### config.mk
export PLATFORM = sky130hd
export DESIGN_NAME = perceptron_sequencer
export DESIGN_NICKNAME = d
export VERILOG_FILES = /design/src/rtl/perceptron_sequencer.sv
export SDC_FILE = /design/constraint.sdc
export NUM_CORES = 1
export LEC_CHECK = 0
export ABC_AREA = 1
export BUFFER_PORTS_ARGS = -buffer_cell sky130_fd_sc_hd__buf_2
export CELL_PAD_IN_SITES_DETAIL_PLACEMENT = 0
export CELL_PAD_IN_SITES_GLOBAL_PLACEMENT = 1
export CORE_MARGIN = 3
export CORE_UTILIZATION = 23
export CTS_BUF_LIST = sky130_fd_sc_hd__clkbuf_4 sky130_fd_sc_hd__clkbuf_8
export CTS_CLUSTER_DIAMETER = 150
export DETAILED_ROUTE_END_ITERATION = 6
export PLACE_DENSITY_LB_ADDON = 0.1
export SETUP_SLACK_MARGIN = 0.02
export SYNTH_ARGS = -nofsm -noshare
export SYNTH_HDL_FRONTEND = slang
export SYNTH_SLANG_ARGS = --single-unit
### constraint.sdc
create_clock -name clk -period 2.9 [get_ports clk]
set_input_delay 0.58 -clock clk [delete_from_list [all_inputs] [get_ports clk]]
set_output_delay 0.58 -clock clk [all_outputs]
set_load 0.02 [all_outputs]
### src/rtl/perceptron_sequencer.sv
// Two-input perceptron sequencer: owns weights/inputs, time-shares one registered
// signed multiplier, applies the step activation and an optional learning update.
module perceptron_sequencer #(
  parameter int FRAC_BITS  = 8,
  parameter int RATE_SHIFT = 2
) (
  input  logic        clk,
  input  logic        rst_n,
  input  logic        weight_write_i,
  input  logic [15:0] weight1_new_i,
  input  logic [15:0] weight2_new_i,
  input  logic        input_write_i,
  input  logic [15:0] data_in1_i,
  input  logic [15:0] data_in2_i,
  input  logic        learn_en_i,
  input  logic        target_i,
  output logic [15:0] mul_a_o,
  output logic [15:0] mul_b_o,
  input  logic [31:0] mul_p_i,
  output logic [15:0] weight1_o,
  output logic [15:0] weight2_o,
  output logic [15:0] result_o,
  output logic        activation_o,
  output logic        result_valid_o,
  output logic        busy_o,
  output logic        overrun_o
);

  typedef enum logic [2:0] {IDLE, MUL1, MUL2, ACC, ACT, UPD, DONE} state_e;

  state_e             state_q, state_d;
  logic [15:0]        w1_q, w1_d, w2_q, w2_d;
  logic [15:0]        x1_q, x1_d, x2_q, x2_d;
  logic               learnEn_q, learnEn_d, target_q, target_d;
  logic [31:0]        prod1_q, prod1_d;
  logic signed [32:0] sum_q, sum_d;
  logic [15:0]        result_q, result_d;
  logic               act_q, act_d;
  logic               overrun_q, overrun_d;
  logic               pendValid_q, pendValid_d;
  logic [15:0]        pendW1_q, pendW1_d, pendW2_q, pendW2_d;

  logic signed [32:0] sumFull;
  logic [15:0]        clampVal;
  logic signed [15:0] delta1, delta2;
  logic [16:0]        upd1Wide, upd2Wide;

  function automatic logic [15:0] clampSum(input logic [32:0] v);
    if (&v[32:15] || ~|v[32:15]) return v[15:0];
    return v[32] ? 16'h8000 : 16'h7FFF;
  endfunction

  function automatic logic [15:0] sat17(input logic [16:0] v);
    if (v[16] != v[15]) return v[16] ? 16'h8000 : 16'h7FFF;
    return v[15:0];
  endfunction

  always_comb begin
    sumFull  = $signed({prod1_q[31], prod1_q}) + $signed({mul_p_i[31], mul_p_i});
    clampVal = clampSum(sum_q);
    delta1   = $signed(x1_q) >>> RATE_SHIFT;
    delta2   = $signed(x2_q) >>> RATE_SHIFT;
    upd1Wide = target_q ? ({w1_q[15], w1_q} + {delta1[15], delta1})
                        : ({w1_q[15], w1_q} - {delta1[15], delta1});
    upd2Wide = target_q ? ({w2_q[15], w2_q} + {delta2[15], delta2})
                        : ({w2_q[15], w2_q} - {delta2[15], delta2});
  end

  always_comb begin
    state_d     = state_q;
    w1_d        = w1_q;
    w2_d        = w2_q;
    x1_d        = x1_q;
    x2_d        = x2_q;
    learnEn_d   = learnEn_q;
    target_d    = target_q;
    prod1_d     = prod1_q;
    sum_d       = sum_q;
    result_d    = result_q;
    act_d       = act_q;
    overrun_d   = overrun_q;
    pendValid_d = pendValid_q;
    pendW1_d    = pendW1_q;
    pendW2_d    = pendW2_q;

    unique case (state_q)
      IDLE: begin
        if (weight_write_i) begin
          w1_d = weight1_new_i;
          w2_d = weight2_new_i;
        end
        if (input_write_i) begin
          x1_d      = data_in1_i;
          x2_d      = data_in2_i;
          learnEn_d = learn_en_i;
          target_d  = target_i;
          overrun_d = 1'b0;
          state_d   = MUL1;
        end
      end
      MUL1: state_d = MUL2;
      MUL2: begin
        prod1_d = mul_p_i;
        state_d = ACC;
      end
      ACC: begin
        sum_d   = sumFull >>> FRAC_BITS;
        state_d = ACT;
      end
      ACT: begin
        result_d = clampVal;
        act_d    = ~clampVal[15];
        state_d  = (learnEn_q && (~clampVal[15] != target_q)) ? UPD : DONE;
      end
      UPD: begin
        w1_d    = sat17(upd1Wide);
        w2_d    = sat17(upd2Wide);
        state_d = DONE;
      end
      DONE: state_d = IDLE;
      default: state_d = IDLE;
    endcase

    if (state_q != IDLE && input_write_i) overrun_d = 1'b1;

    if (state_q != IDLE && state_q != DONE && weight_write_i) begin
      pendValid_d = 1'b1;
      pendW1_d    = weight1_new_i;
      pendW2_d    = weight2_new_i;
    end

    // A deferred write lands on the edge into DONE so it is visible alongside result_valid
    // and wins over the learning update; a write during DONE itself loads directly.
    if ((state_d == DONE && state_q != DONE) || state_q == DONE) begin
      if (weight_write_i) begin
        w1_d = weight1_new_i;
        w2_d = weight2_new_i;
      end else if (pendValid_q) begin
        w1_d = pendW1_q;
        w2_d = pendW2_q;
      end
      pendValid_d = 1'b0;
    end
  end

  always_ff @(posedge clk or negedge rst_n) begin
    if (!rst_n) begin
      state_q     <= IDLE;
      w1_q        <= '0;
      w2_q        <= '0;
      x1_q        <= '0;
      x2_q        <= '0;
      learnEn_q   <= 1'b0;
      target_q    <= 1'b0;
      prod1_q     <= '0;
      sum_q       <= '0;
      result_q    <= '0;
      act_q       <= 1'b0;
      overrun_q   <= 1'b0;
      pendValid_q <= 1'b0;
      pendW1_q    <= '0;
      pendW2_q    <= '0;
    end else begin
      state_q     <= state_d;
      w1_q        <= w1_d;
      w2_q        <= w2_d;
      x1_q        <= x1_d;
      x2_q        <= x2_d;
      learnEn_q   <= learnEn_d;
      target_q    <= target_d;
      prod1_q     <= prod1_d;
      sum_q       <= sum_d;
      result_q    <= result_d;
      act_q       <= act_d;
      overrun_q   <= overrun_d;
      pendValid_q <= pendValid_d;
      pendW1_q    <= pendW1_d;
      pendW2_q    <= pendW2_d;
    end
  end

  always_comb begin
    mul_a_o = '0;
    mul_b_o = '0;
    if (state_q == MUL1) begin
      mul_a_o = w1_q;
      mul_b_o = x1_q;
    end else if (state_q == MUL2) begin
      mul_a_o = w2_q;
      mul_b_o = x2_q;
    end
  end

  assign weight1_o      = w1_q;
  assign weight2_o      = w2_q;
  assign result_o       = result_q;
  assign activation_o   = act_q;
  assign result_valid_o = (state_q == DONE);
  assign busy_o         = (state_q != IDLE);
  assign overrun_o      = overrun_q;

endmodule

## After elaboration in Yosys (flattened, before gate mapping)

Index checks and enable logic that the tools add are counted.

- Reduce and logical (&&, ||, !) cells: 17
- Multiplexer cells: 38
- Order comparisons: 0
- Shift-type cells: 0
- $mul: 0
- Div/mod/pow operators: 0
- Add/sub/neg operators: 5
- Equality and inequality tests: 11
- Bitwise logic cells: 1

Operators by type and width:

| operator | count |
|---|---|
| 16-bit 2-to-1 mux | 21 |
| 16-bit one-hot mux with 2 select lines | 2 |
| 16-bit by 14-bit adder with 17-bit output | 2 |
| 17-bit 2-to-1 mux | 2 |
| 16-bit by 14-bit subtractor with 17-bit output | 2 |
| 32-bit by 32-bit adder with 33-bit output | 1 |
| 3-bit one-hot mux with 6 select lines | 1 |
| 18-bit AND reduction | 1 |
| 18-bit OR reduction | 1 |
| 3-bit == test (second input constant) | 4 |
| 1-bit 2-to-1 mux | 10 |
| 3-bit by 2-bit == test with 1-bit output (second input constant) | 2 |
| 2-bit nonzero test | 3 |
| 1-bit logical AND | 5 |
| 2-bit AND reduction | 2 |
| 3-bit by 1-bit == test with 1-bit output (second input constant) | 1 |
| 3-bit zero test | 1 |
| 3-bit 2-to-1 mux | 1 |
| 1-bit != test | 3 |
| 3-bit != test (second input constant) | 1 |
| 3-bit nonzero test | 1 |
| 1-bit logical OR | 2 |
| 2-bit 2-to-1 mux | 1 |
| 1-bit zero test | 1 |
| 1-bit inverter | 1 |

- Output and inout port bits: 84
- Bits in latches: 0
- Memories: 0
- Register bits: 177
- RAM bits: 0
- ROM bits: 0

## Logic depth before layout (Yosys ltp)

- Depth in word-level cells: 14
- Mapped depth: 27

## Worst setup path before layout

Ideal clock, no wire load.

- Path type: register to register
- From: register x2_q[4]
- To: register w2_q[9] (netlist: weight2_o[9])
- Buffers on the path: 1
- Path slack: -0.256 ns
- Period minus slack after synthesis: 3.156 ns
- Data arrival time: 3.040 ns
- Setup time: 0.117 ns
- Cell stages (with the launch flop): 27
- Cells stage by stage: dfrtp_1 nor3_1 nand3_1 nor3_1 nand3_1 nor3_1 nand3_1 nand2_1 xor2_1 inv_1 ha_1 nand2_1 nand2_1 nand2_1 and2_1 nand2_1 a21oi_1 nand3_2 nand2_2 nand2_4 nand2_2 inv_4 buf_6 nand2_1 nand2_1 nand2_1 nand2_1

- Cells in the longest elaborated chain, start to end: 10
- Elaborated cells on any way between the ends: 13

RTL lines:

| what | RTL line | text |
|---|---|---|
| start, declared | 33 | `logic [15:0] x1_q, x1_d, x2_q, x2_d;` |
| start signal, assigned | 152 | `x2_q <= '0;` |
| start signal, assigned | 168 | `x2_q <= x2_d;` |
| 16-bit by 14-bit subtractor with 17-bit output / 16-bit by 14-bit adder with 17-bit output (equally long branches) | 66, 65 |  |
| 17-bit 2-to-1 mux * | 65 | `upd2Wide = target_q ? ({w2_q[15], w2_q} + {delta2[15], delta2})` |
| 1-bit != test | 54 | `if (v[16] != v[15]) return v[16] ? 16'h8000 : 16'h7FFF;` |
| 1-bit 2-to-1 mux | 54 |  |
| 1-bit 2-to-1 mux | 86 | `unique case (state_q)` |
| 16-bit 2-to-1 mux * | 55 | `return v[15:0];` |
| 16-bit one-hot mux with 2 select lines * | 86 |  |
| 16-bit 2-to-1 mux | 138 | `end else if (pendValid_q) begin` |
| 16-bit 2-to-1 mux | 135 | `if (weight_write_i) begin` |
| 16-bit 2-to-1 mux * | 134 | `if ((state_d == DONE && state_q != DONE) \|\| state_q == DONE) begin` |
| via w2_d[9] | 32 | `logic [15:0] w1_q, w1_d, w2_q, w2_d;` |
| end signal, assigned | 166 | `w2_q <= w2_d;` |
| end, declared | 32 |  |

The timed path passes the listed nets; every way through them passes the cells marked *. The select of a mux whose other input is x is not followed.
A chain may end at the register's enable or synchronous reset.

## Worst setup path in the final report

- From: register x2_q[4]
- To: register w2_q[11] (netlist: weight2_o[11])

Same word-level chain as after synthesis.

==> impl_metrics.env <==
export IMPL_arrival_ns=3.91
export IMPL_met1_length_um=24300
export IMPL_synth_cells=1784
export IMPL_path_class="reg -> reg"
export IMPL_gp_congestion=0.843
export IMPL_initial_core_util_pct=23.5
export IMPL_slew_headroom_pct=39.0
export IMPL_die_w_um=242
export IMPL_path_max_fanout=7
export IMPL_syn_cell_area_mm2=0.0128
export IMPL_ys_flop_type="dfrtp_1"
export IMPL_whs_path_depth=3
export IMPL_ys_ff_latch=177
export IMPL_path_clk_slew_ns=0.11
export IMPL_hpwl_um=41400
export IMPL_avgRoutedWirePerCell_um=18.3
export IMPL_worstRegToRegCells=24
export IMPL_tightest_slew_ns=0.912
export IMPL_cts_buffer_depth=2
export IMPL_grt_max_degree=68
export IMPL_dr_pass1_iters=5
export IMPL_drt_iter0_markers=474
export IMPL_nets=2320
export IMPL_layout_drive_gt1_share_pct=31.7
export IMPL_drcViolationCount=0
export IMPL_clk_latency_ns=0.58
export IMPL_hold_viol=0
export IMPL_synth_edf_count=0
export IMPL_track_usage_pct=17.8
export IMPL_grt_pass1_wl_um=79900
export IMPL_rsz0062_at_grt="yes"
export IMPL_via_per_inst=4.50
export IMPL_drv_slew=0
export IMPL_place_area_mm2=0.0160
export IMPL_min_period_over_period_pct=118
export IMPL_die_h_um=242
export IMPL_fin_tns_setup_ns=-10.78
export IMPL_worst_clock_skew_ns=0.0179
export IMPL_route_met3_wl_um=1860
export IMPL_syn_avg_cell_area_um2=7.20
export IMPL_seq_area_frac_synth_pct=34.5
export IMPL_cap_viol_max_count=0
export IMPL_routed_top_layer="met5"
export IMPL_core_mm2=0.0546
export IMPL_netlist_cell_type_count=53
export IMPL_crit_required_ns=3.37
export IMPL_grt_pass1_vias=13113
export IMPL_setup_slack_ns=-0.534
export IMPL_start_kind="flop"
export IMPL_portBuffers=185
export IMPL_status="finished, violations left"
export IMPL_setup_viol=31
export IMPL_cts_buffers=17
export IMPL_synthToLayoutAreaGrowth_pct=37.4
export IMPL_cts_root_buf="clkbuf_8"
export IMPL_critPathCaptureType="flop"
export IMPL_syn_nets=1955
export IMPL_max_freq_ghz=0.291
export IMPL_cts_sinks=177
export IMPL_met2_length_um=26000
export IMPL_finalCriticalPeriod_ns=3.43
export IMPL_routed_wl_um=53100
export IMPL_cts_tree="yes"
export IMPL_vias=13075
export IMPL_io_pins=186
export IMPL_die_area_mm2=0.0587
export IMPL_place_inst=2827
export IMPL_async_reset_ff_share_pct=100
export IMPL_hp_class="in -> reg"
export IMPL_yosysWarnings=0
export IMPL_violations="negative setup slack"
export IMPL_antenna_found_initial=6
export IMPL_layout_cells_non_filler=2904
export IMPL_ant_nets=0
export IMPL_row_count=85
export IMPL_stdcell_area_mm2=0.0176
export IMPL_cts_htree_levels=4
export IMPL_grt_overflow=0
-- logic make-up after synthesis --
family	after synthesis	synth area share (%)
and+or+nand+nor	830	27.2
AOI/OAI and AO/OA	335	14.4
buffers and inverters	259	8.06
DFF	177	34.5
adders and majority gates	69	6.84
muxes	64	5.61
xor gates and xnor gates	50	3.41
-- final timing paths --
| path | start | end | slack [ns] |
|---|---|---|---|
| hold reg to reg | sum_q[11] | sum_q[11] | 0.50 |
| setup reg to reg | x2_q[4] | weight2_o[11] | -0.53 |
| setup / recovery | x2_q[4] | weight2_o[11] | -0.53 |
| min in group asynchronous | rst_n | weight1_o[7] | 0.61 |
| hold / removal | data_in2_i[5] | x2_q[5] | 0.20 |
| max in group asynchronous | rst_n | state_q[1] | 1.58 |
-- layout make-up --
| class | count | area (um2) |
|---|---|---|
| Antenna cell | 3 | 7.51 |
| Tap cell | 739 | 925 |
| Timing Repair Buffer | 409 | 2880 |
| Sequential cell | 177 | 4430 |
| Multi-Input combinational cell | 1349 | 8210 |
| Clock inverter | 15 | 214 |
| Clock buffer | 17 | 234 |
| Inverter | 195 | 742 |
| Fill cell | 6035 | 36900 |
-- Yosys cell counts, types with 9 or more instances --
library cell  number  share of area (%)
nor2_1           132                3.9
clkbuf_1          35                1.0
nand2_1          521                 15
a21oi_1          112                4.4
ha_1              67                6.5
nand2_2           10               0.49
xnor2_1           19                1.3
inv_2             21               0.61
mux2_2            60                5.3
inv_1            173                5.1
o21ai_0          137                5.3
buf_2             17               0.66
nand3b_1           9               0.53
a31oi_1           12               0.58
o22ai_1           32                1.6
nor3_1            16               0.62
nand3_2            9               0.70
nand3_1           90                3.5
nand4_1           14               0.68
xor2_1            31                2.1
dfrtp_1          177                 34
-- metal layers --
metal | vias to the layer above | track usage (%)
li1 | 6618 | -
met1 | 6192 | 22.8
met2 | 212 | 31.0
met3 | 47 | 2.83
met4 | 6 | 5.11
met5 | - | 0
-- flip-flops by register name, summed over array words and instances (netlist names) --
signal and flops:
state_q 3, x1_q 16, activation_o 1, weight1_o 16
prod1_q 32, result_o 16, pendW1_q 16, sum_q 25
weight2_o 16, learnEn_q 1, overrun_o 1, pendW2_q 16
target_q 1, pendValid_q 1, x2_q 16
-- per-stage QoR --
| stage | utilization, % | hold WS [ns] | setup WS (ns) |
|---|---|---|---|
| after floorplan | - | 0.284 | -0.0563 |
| after global placement | 29.3 | 0.468 | -0.519 |
| after detailed placement | 29.3 | 0.464 | -0.532 |
| after CTS | 31.2 | 0.144 | -0.382 |
| after global routing | 32.3 | 0.187 | -0.761 |
| final | 32.3 | 0.201 | -0.534 |
-- repair_timing --
action | 4_1_cts | 5_1_grt
buffers inserted | 26 | 13
pin swaps | 30 | 115
cloned | 1 | 4
endpoints found under the setup margin | 65 | 36
gates resized for setup | 84 | 100
hold buffers | 1 | 0
hold endpoints to repair | 6 | 0
-- worst max-delay path: stages, from the launching register on --
cell	delay [ns]
dfrtp_1	0.42
nor3_2	0.24
nand3_2	0.14
nor3_4	0.22
nand3_2	0.14
nor3_4	0.22
nand3_1	0.12
nand2_2	0.11
xor2_1	0.14
inv_1	0.08
ha_4	0.31
nand2_4	0.07
nor2_4	0.12
inv_2	0.05
nor2_4	0.11
nand2_1	0.08
nand2_2	0.09
nand3_4	0.10
nand3_4	0.14
clkbuf_16	0.17
nand3_2	0.06
nand2_1	0.08
nand2_1	0.05
nand2_1	0.05
nand2_1	0.05
-- cell usage in the layout, fill, tap and decap left out, drive strengths merged, types with 2 or more instances in the layout --
cell	count
a21boi	3
a21o	4
a21oi	112
a31oi	12
and2	4
and3	2
buf	404
bufinv	2
clkbuf	21
clkinv	4
clkinvlp	2
dfrtp	177
diode	3
fa	2
ha	67
inv	202
mux2	64
nand2	532
nand3	100
nand3b	9
nand4	14
nor2	138
nor3	18
nor4	5
o21ai	146
o21bai	7
o221ai	2
o22ai	32
o2bb2ai	6
o31ai	4
or2	9
xnor2	19
xor2	31
Power is not shown: default switching activity piles up to over one toggle a cycle in this logic, so the estimate is an artifact.
